## config.mk

```make
export PLATFORM = sky130hd
export DESIGN_NAME = prime_key_gen_flat
export DESIGN_NICKNAME = d
export VERILOG_FILES = /design/src/rtl/prime_key_gen_if.sv /design/src/rtl/prime_key_gen.sv /design/src/flat_wrapper.sv
export SDC_FILE = /design/constraint.sdc
export NUM_CORES = 1
export LEC_CHECK = 0
export ABC_AREA = 1
export BUFFER_PORTS_ARGS = -buffer_cell sky130_fd_sc_hd__buf_2
export CAP_MARGIN = 20
export CORE_ASPECT_RATIO = 1.75
export CORE_MARGIN = 4
export CORE_UTILIZATION = 56
export CTS_CLUSTER_DIAMETER = 200
export DETAILED_ROUTE_END_ITERATION = 6
export GPL_TIMING_DRIVEN = 1
export PLACE_DENSITY = 0.87
export REMOVE_ABC_BUFFERS = 1
export SYNTH_ARGS = -nofsm -noshare
export SYNTH_HDL_FRONTEND = slang
export SYNTH_SLANG_ARGS = --single-unit
```

## constraint.sdc

```tcl
create_clock -name clk -period 5.3 [get_ports clk]
set_clock_uncertainty 0.2 [all_clocks]
set_input_delay 1.06 -clock clk [delete_from_list [all_inputs] [get_ports clk]]
set_output_delay 1.06 -clock clk [all_outputs]
set_load 0.1 [all_outputs]
```

## src/rtl/prime_key_gen_if.sv

```systemverilog
// Random-word source and Miller-Rabin tester signals of prime_key_gen.
// The generator connects through master and the environment through slave.
interface prime_key_gen_if #(
  parameter int WIDTH = 32
);
  logic [WIDTH-1:0] rnd_data;
  logic             rnd_valid;
  logic             rnd_ready;
  logic             mr_start;
  logic [WIDTH-1:0] mr_candidate;
  logic [WIDTH-1:0] mr_accuracy;
  logic             mr_done;
  logic             mr_prime;

  modport master (
    input  rnd_data, rnd_valid, mr_done, mr_prime,
    output rnd_ready, mr_start, mr_candidate, mr_accuracy
  );

  modport slave (
    output rnd_data, rnd_valid, mr_done, mr_prime,
    input  rnd_ready, mr_start, mr_candidate, mr_accuracy
  );
endinterface

```

## src/rtl/prime_key_gen.sv

```systemverilog
// Prime key generator: shapes random words into odd full-width candidates,
// has them tested externally and collects NUM_KEYS distinct primes per run.
module prime_key_gen #(
  parameter int WIDTH     = 32,
  parameter int NUM_KEYS  = 2,
  parameter int MAX_TRIES = 1024,
  parameter int ACCURACY  = 8,
  localparam int KCW = $clog2(NUM_KEYS + 1),
  localparam int TW  = $clog2(MAX_TRIES + 1)
) (
  input  logic                      clk,
  input  logic                      reset,
  input  logic                      start,
  output logic                      busy,
  output logic                      done,
  output logic                      fail,
  output logic [KCW-1:0]            key_count,
  output logic [NUM_KEYS*WIDTH-1:0] keys_out,
  output logic [TW-1:0]             tries,
  prime_key_gen_if.master           bus
);

  typedef enum logic [2:0] {
    S_IDLE, S_FETCH, S_LAUNCH, S_WAIT, S_CHECK, S_DONE, S_FAIL
  } state_t;

  state_t           state, state_next;
  logic [WIDTH-1:0] candidate;
  logic             prime_q;
  logic             dup;
  logic             accept;
  logic [KCW-1:0]   count_inc;
  logic             rnd_ready_c;
  logic             mr_start_c;
  logic             rnd_unused;

  // The top and bottom random bits are replaced by forced ones.
  assign rnd_unused = bus.rnd_data[WIDTH-1] ^ bus.rnd_data[0];

  assign bus.rnd_ready    = rnd_ready_c;
  assign bus.mr_start     = mr_start_c;
  assign bus.mr_candidate = candidate;
  assign bus.mr_accuracy  = WIDTH'(ACCURACY);

  // A candidate equal to any already accepted key is a duplicate.
  always_comb begin
    dup = 1'b0;
    for (int i = 0; i < NUM_KEYS; i++) begin
      if (KCW'(i) < key_count && keys_out[i*WIDTH +: WIDTH] == candidate)
        dup = 1'b1;
    end
  end

  assign accept    = prime_q && !dup;
  assign count_inc = key_count + 1'b1;

  always_ff @(posedge clk) begin
    if (reset) state <= S_IDLE;
    else       state <= state_next;
  end

  always_comb begin
    state_next  = state;
    busy        = (state != S_IDLE);
    done        = 1'b0;
    fail        = 1'b0;
    rnd_ready_c = 1'b0;
    mr_start_c  = 1'b0;
    case (state)
      S_IDLE:   if (start) state_next = S_FETCH;
      S_FETCH: begin
        rnd_ready_c = 1'b1;
        if (bus.rnd_valid) state_next = S_LAUNCH;
      end
      S_LAUNCH: begin
        mr_start_c = 1'b1;
        state_next = S_WAIT;
      end
      S_WAIT:   if (bus.mr_done) state_next = S_CHECK;
      // Completing the key set wins over running out of tries.
      S_CHECK: begin
        if (accept && count_inc == KCW'(NUM_KEYS)) state_next = S_DONE;
        else if (tries == TW'(MAX_TRIES))          state_next = S_FAIL;
        else                                       state_next = S_FETCH;
      end
      S_DONE: begin
        done       = 1'b1;
        state_next = S_IDLE;
      end
      S_FAIL: begin
        fail       = 1'b1;
        state_next = S_IDLE;
      end
      default:  state_next = S_IDLE;
    endcase
  end

  always_ff @(posedge clk) begin
    if (reset) begin
      keys_out  <= '0;
      key_count <= '0;
      tries     <= '0;
      candidate <= '0;
      prime_q   <= 1'b0;
    end else begin
      case (state)
        S_IDLE: begin
          if (start) begin
            keys_out  <= '0;
            key_count <= '0;
            tries     <= '0;
          end
        end
        S_FETCH: begin
          if (bus.rnd_valid)
            candidate <= {1'b1, bus.rnd_data[WIDTH-2:1], 1'b1};
        end
        S_LAUNCH: tries <= tries + 1'b1;
        S_WAIT: begin
          if (bus.mr_done) prime_q <= bus.mr_prime;
        end
        S_CHECK: begin
          if (accept) begin
            for (int i = 0; i < NUM_KEYS; i++) begin
              if (KCW'(i) == key_count) keys_out[i*WIDTH +: WIDTH] <= candidate;
            end
            key_count <= count_inc;
          end
        end
        default: ;
      endcase
    end
  end

endmodule
```

## src/flat_wrapper.sv

```systemverilog
// flat-port wrapper written by rule: the top's interface ports become plain ports
module prime_key_gen_flat 
#(
  parameter int WIDTH     = 32,
  parameter int NUM_KEYS  = 2,
  parameter int MAX_TRIES = 1024,
  parameter int ACCURACY  = 8,
  localparam int KCW = $clog2(NUM_KEYS + 1),
  localparam int TW  = $clog2(MAX_TRIES + 1)
)
  (clk, reset, start, busy, done, fail, key_count, keys_out, tries, bus_rnd_data, bus_rnd_valid, bus_mr_done, bus_mr_prime, bus_rnd_ready, bus_mr_start, bus_mr_candidate, bus_mr_accuracy);
  prime_key_gen_if #(.WIDTH(WIDTH)) bus_i ();
  input  logic clk;
  input  logic reset;
  input  logic start;
  output logic busy;
  output logic done;
  output logic fail;
  output logic [KCW-1:0] key_count;
  output logic [NUM_KEYS*WIDTH-1:0] keys_out;
  output logic [TW-1:0] tries;
  input wire logic [$bits(bus_i.rnd_data)-1:0] bus_rnd_data;
  input wire logic [$bits(bus_i.rnd_valid)-1:0] bus_rnd_valid;
  input wire logic [$bits(bus_i.mr_done)-1:0] bus_mr_done;
  input wire logic [$bits(bus_i.mr_prime)-1:0] bus_mr_prime;
  output wire logic [$bits(bus_i.rnd_ready)-1:0] bus_rnd_ready;
  output wire logic [$bits(bus_i.mr_start)-1:0] bus_mr_start;
  output wire logic [$bits(bus_i.mr_candidate)-1:0] bus_mr_candidate;
  output wire logic [$bits(bus_i.mr_accuracy)-1:0] bus_mr_accuracy;
  assign bus_i.rnd_data = bus_rnd_data;
  assign bus_i.rnd_valid = bus_rnd_valid;
  assign bus_i.mr_done = bus_mr_done;
  assign bus_i.mr_prime = bus_mr_prime;
  assign bus_rnd_ready = bus_i.rnd_ready;
  assign bus_mr_start = bus_i.mr_start;
  assign bus_mr_candidate = bus_i.mr_candidate;
  assign bus_mr_accuracy = bus_i.mr_accuracy;
  prime_key_gen #(.WIDTH(WIDTH), .NUM_KEYS(NUM_KEYS), .MAX_TRIES(MAX_TRIES), .ACCURACY(ACCURACY)) u_core (.clk(clk), .reset(reset), .start(start), .busy(busy), .done(done), .fail(fail), .key_count(key_count), .keys_out(keys_out), .tries(tries), .bus(bus_i));
endmodule
```

==> flow_summary.yaml <==
worst_setup_path:
  worstSetupEndpoint: "bus_mr_start"
  crit_path_max_incr_delay_ns: 0.51
  startpoint_type: "flip-flop"
  cp.depth: 3
  startpoint: "u_core.state[1]"
  cp_num_buf_inv: 2
  required_ns: 4.04
  r2r_end: "u_core.keys_out[19]"
  cp-end-kind: "primary output"
  cp_top_family: "buffers and inverters"
  arrival_ns: 1.75
  r2r_cells: 14
  cpMaxStageDelayCell: "buf_2"
  reg2reg_from: "u_core.key_count[1]"
  ff2ff_setup_slack_ns: 2.44
  path_cells: "inv_1 > nor2_2 > buf_2"
  critPathKind: "flip-flop to primary output"
  crit_fanout: 10
power_and_ir_drop:
  p_seq_frac: 0.283
  p_comb_frac: 0.514
  ir_drop_mv: 0.3318
  switchingPower_w: 0.002025
  leakage_nw: 3.249
  switching_share: 0.5375
  power_density_mw_per_mm2: 558.7
  power.internal_w: 0.001742
  p_clk_frac: 0.203
floorplan:
  ioPinCount: 184
  num_rows: 49
  dieWidth_um: 85.01
  die_area_mm2: 0.01214
  start_util: 0.5676
  coreArea_mm2: 0.01024
  fp.dieH_um: 142.8
clock_network:
  clockRootBuffer: "clkbuf_16"
  cts_tree: "yes"
  clkTransAtPathRegs_ns: 0.07
  cts_resized: 0
  cts_sinks: 110
  clock_path_buffers: 2
  cts_max_level: 3
  hold_buffers: 0
  clk_latency_ns: 0.35
  postCtsSetupBuffers: 0
  cts_made_buffers: 9
finish:
  final_area_mm2: 0.006741
  fillers: 969
  final_util: 0.6584
  finalNetCount: 1054
  area_growth_pct: 16.00
  regArea_mm2: 0.002202
  antennaDiodeCount: 0
  multi_input_area_mm2: 0.002883
  drive_gt1_frac: 0.2175
  final-instance-count-excl-fill: 1143
logic_synthesis:
  syn_inst: 887
  yosysWarnings: 0
  synthDistinctLibCells: 41
  synth-seq-cells: 110
  yosysTopAreaCell: "dfxtp_1"
  yosysMostFrequentCell: "nand2_1"
  synth_commonest_cells: "nand2_1, nor2_1, dfxtp_1"
  synth_flop_cell: "dfxtp_1"
  synth.area.top_cells: "dfxtp_1, nand2_1, nor2_1"
  syn_area_mm2: 0.005812
  yosysTopAreaCellShare: 0.3789
  async_reset_ff_frac: 0
  synth-seq-area-share: 0.3789
  synth.avg_cell_area_um2: 6.552
  synth_edf_count: 0
route:
  via_per_inst: 5.224
  firstDrtPassIters: 5
  dr.first_iter.drc_count: 339
  postRouteWirelength_um: 17050
  via_count: 5971
  post-route-drc-count: 0
  wl_per_cell_um: 14.92
  ant_nets: 0
timing:
  period_share: 0.5672
  timing.setup.tns_ns: 0
  tightest_slew_ns: 0.8661
  slew_headroom: 0.4218
  rsz0062_at_grt: "no"
  drv_slew: 0
  finalSetupViolations: 0
  max_clock_freq_mhz: 332.7
  hold_viol_final: 0
  fin_crit_ns: 3.006
grt:
  grt_use_total: 0.2732
  first_global_vias: 5662
  grt_max_degree: 62
  grt.overflow.total: 0
  grt_pass1_wl_um: 26450
  antenna_found_initial: 0
run_status:
  status: "finished, final reports clean"
job:
  maxCapViolations: 0
place:
  dp.cells: 1126
  port_buffers: 149
  post-dp-hpwl_um: 12030
  gp_congestion: 0.8429
  place_area_mm2: 0.006382
hold_path:
  holdPathStages: 2
  holdCritPathClass: "flip-flop to flip-flop"
## worst min-delay path by stage
stage	startpoint	end	slack, ns
detailed placement	u_core.prime_q	u_core.prime_q	0.26
CTS	u_core.prime_q	u_core.prime_q	0.28
floorplan	u_core.prime_q	u_core.prime_q	0.23
global placement	u_core.prime_q	u_core.prime_q	0.26
global route	u_core.keys_out[56]	u_core.keys_out[56]	0.32
finish	u_core.keys_out[56]	u_core.keys_out[56]	0.30
## flip-flops by register name (all words and copies together), names as in the netlist
name	count
u_core.prime_q	1
u_core.state	3
u_core.bus.mr_candidate	31
u_core.keys_out	62
u_core.tries	11
u_core.key_count	2
## power groups by stage
stage	clock network (W)	registers, W	logic (W)
2_1_floorplan	0	0.00195	0.000692
3_3_place_gp	0	0.00107	0.00190
3_5_place_dp	0	0.00108	0.00192
4_1_cts	0.000765	0.00106	0.00193
5_1_grt	0.000803	0.00108	0.00205
6_report	0.000766	0.00106	0.00194
## metal layers
metal / GRT usage / share of wire / up-vias / wire, um
li1: - / - / 2959 / -
met1: 0.2852 / 0.36 / 2719 / 6122
met2: 0.4959 / 0.52 / 242 / 8867
met3: 0.05600 / 0.067 / 51 / 1141
met4: 0.1610 / 0.054 / 0 / 916
met5: 0 / 0 / - / 0
## cell type report
cell class	count	share of cell area
sequential	110	0.3267
multi-input combinational	638	0.4276
clock inverter	4	0.01411
clock buffer	12	0.03508
inverter	100	0.05605
timing repair buffer	152	0.1169
tap	127	0.02357
## per-stage QoR
stage          hold WS [ns]  setup slack (ns)  power [W]
3_3_place_gp         0.2553             2.125   0.002973
3_5_place_dp         0.2612             2.116   0.002995
6_report             0.3007             2.294   0.003767
2_1_floorplan        0.2321             1.545   0.002642
4_1_cts              0.2772             2.315   0.003755
5_1_grt              0.3225             2.210   0.003934
## layout by cell type (no fill, tap or decap), types with 7 or more instances in the layout
| master | n |
|---|---|
| nand2_1 | 222 |
| nor2_1 | 166 |
| buf_2 | 149 |
| dfxtp_1 | 110 |
| inv_1 | 68 |
| o21ai_0 | 64 |
| a21oi_1 | 55 |
| conb_1 | 32 |
| inv_2 | 31 |
| nand4_1 | 21 |
| nand3_1 | 11 |
| nor3_1 | 9 |
| nand2_2 | 9 |
| clkbuf_16 | 9 |
| xnor2_1 | 8 |
| a21oi_2 | 7 |
## logic make-up (layout without fill, tap and decap cells)
group / after synthesis / in the layout / synth area share
other: 2 / 32 / 0.001292
AOI/OAI and AO/OA: 138 / 138 / 0.1287
adders and majority gates: 5 / 5 / 0.01076
buffers and inverters: 169 / 268 / 0.1449
DFF: 110 / 110 / 0.3789
and+or+nand+nor: 455 / 455 / 0.3234
xor gates and xnor gates: 8 / 8 / 0.01206
## worst min-delay path, delay by kind of cell, from the launching register on
family / cells / cell delay (ns)
AO/OA/AOI/OAI: 1 / 0.06
AND/OR/NAND/NOR: 1 / 0.07
flip-flops: 1 / 0.33
No activity file was read; power rests on OpenSTA's default activity.
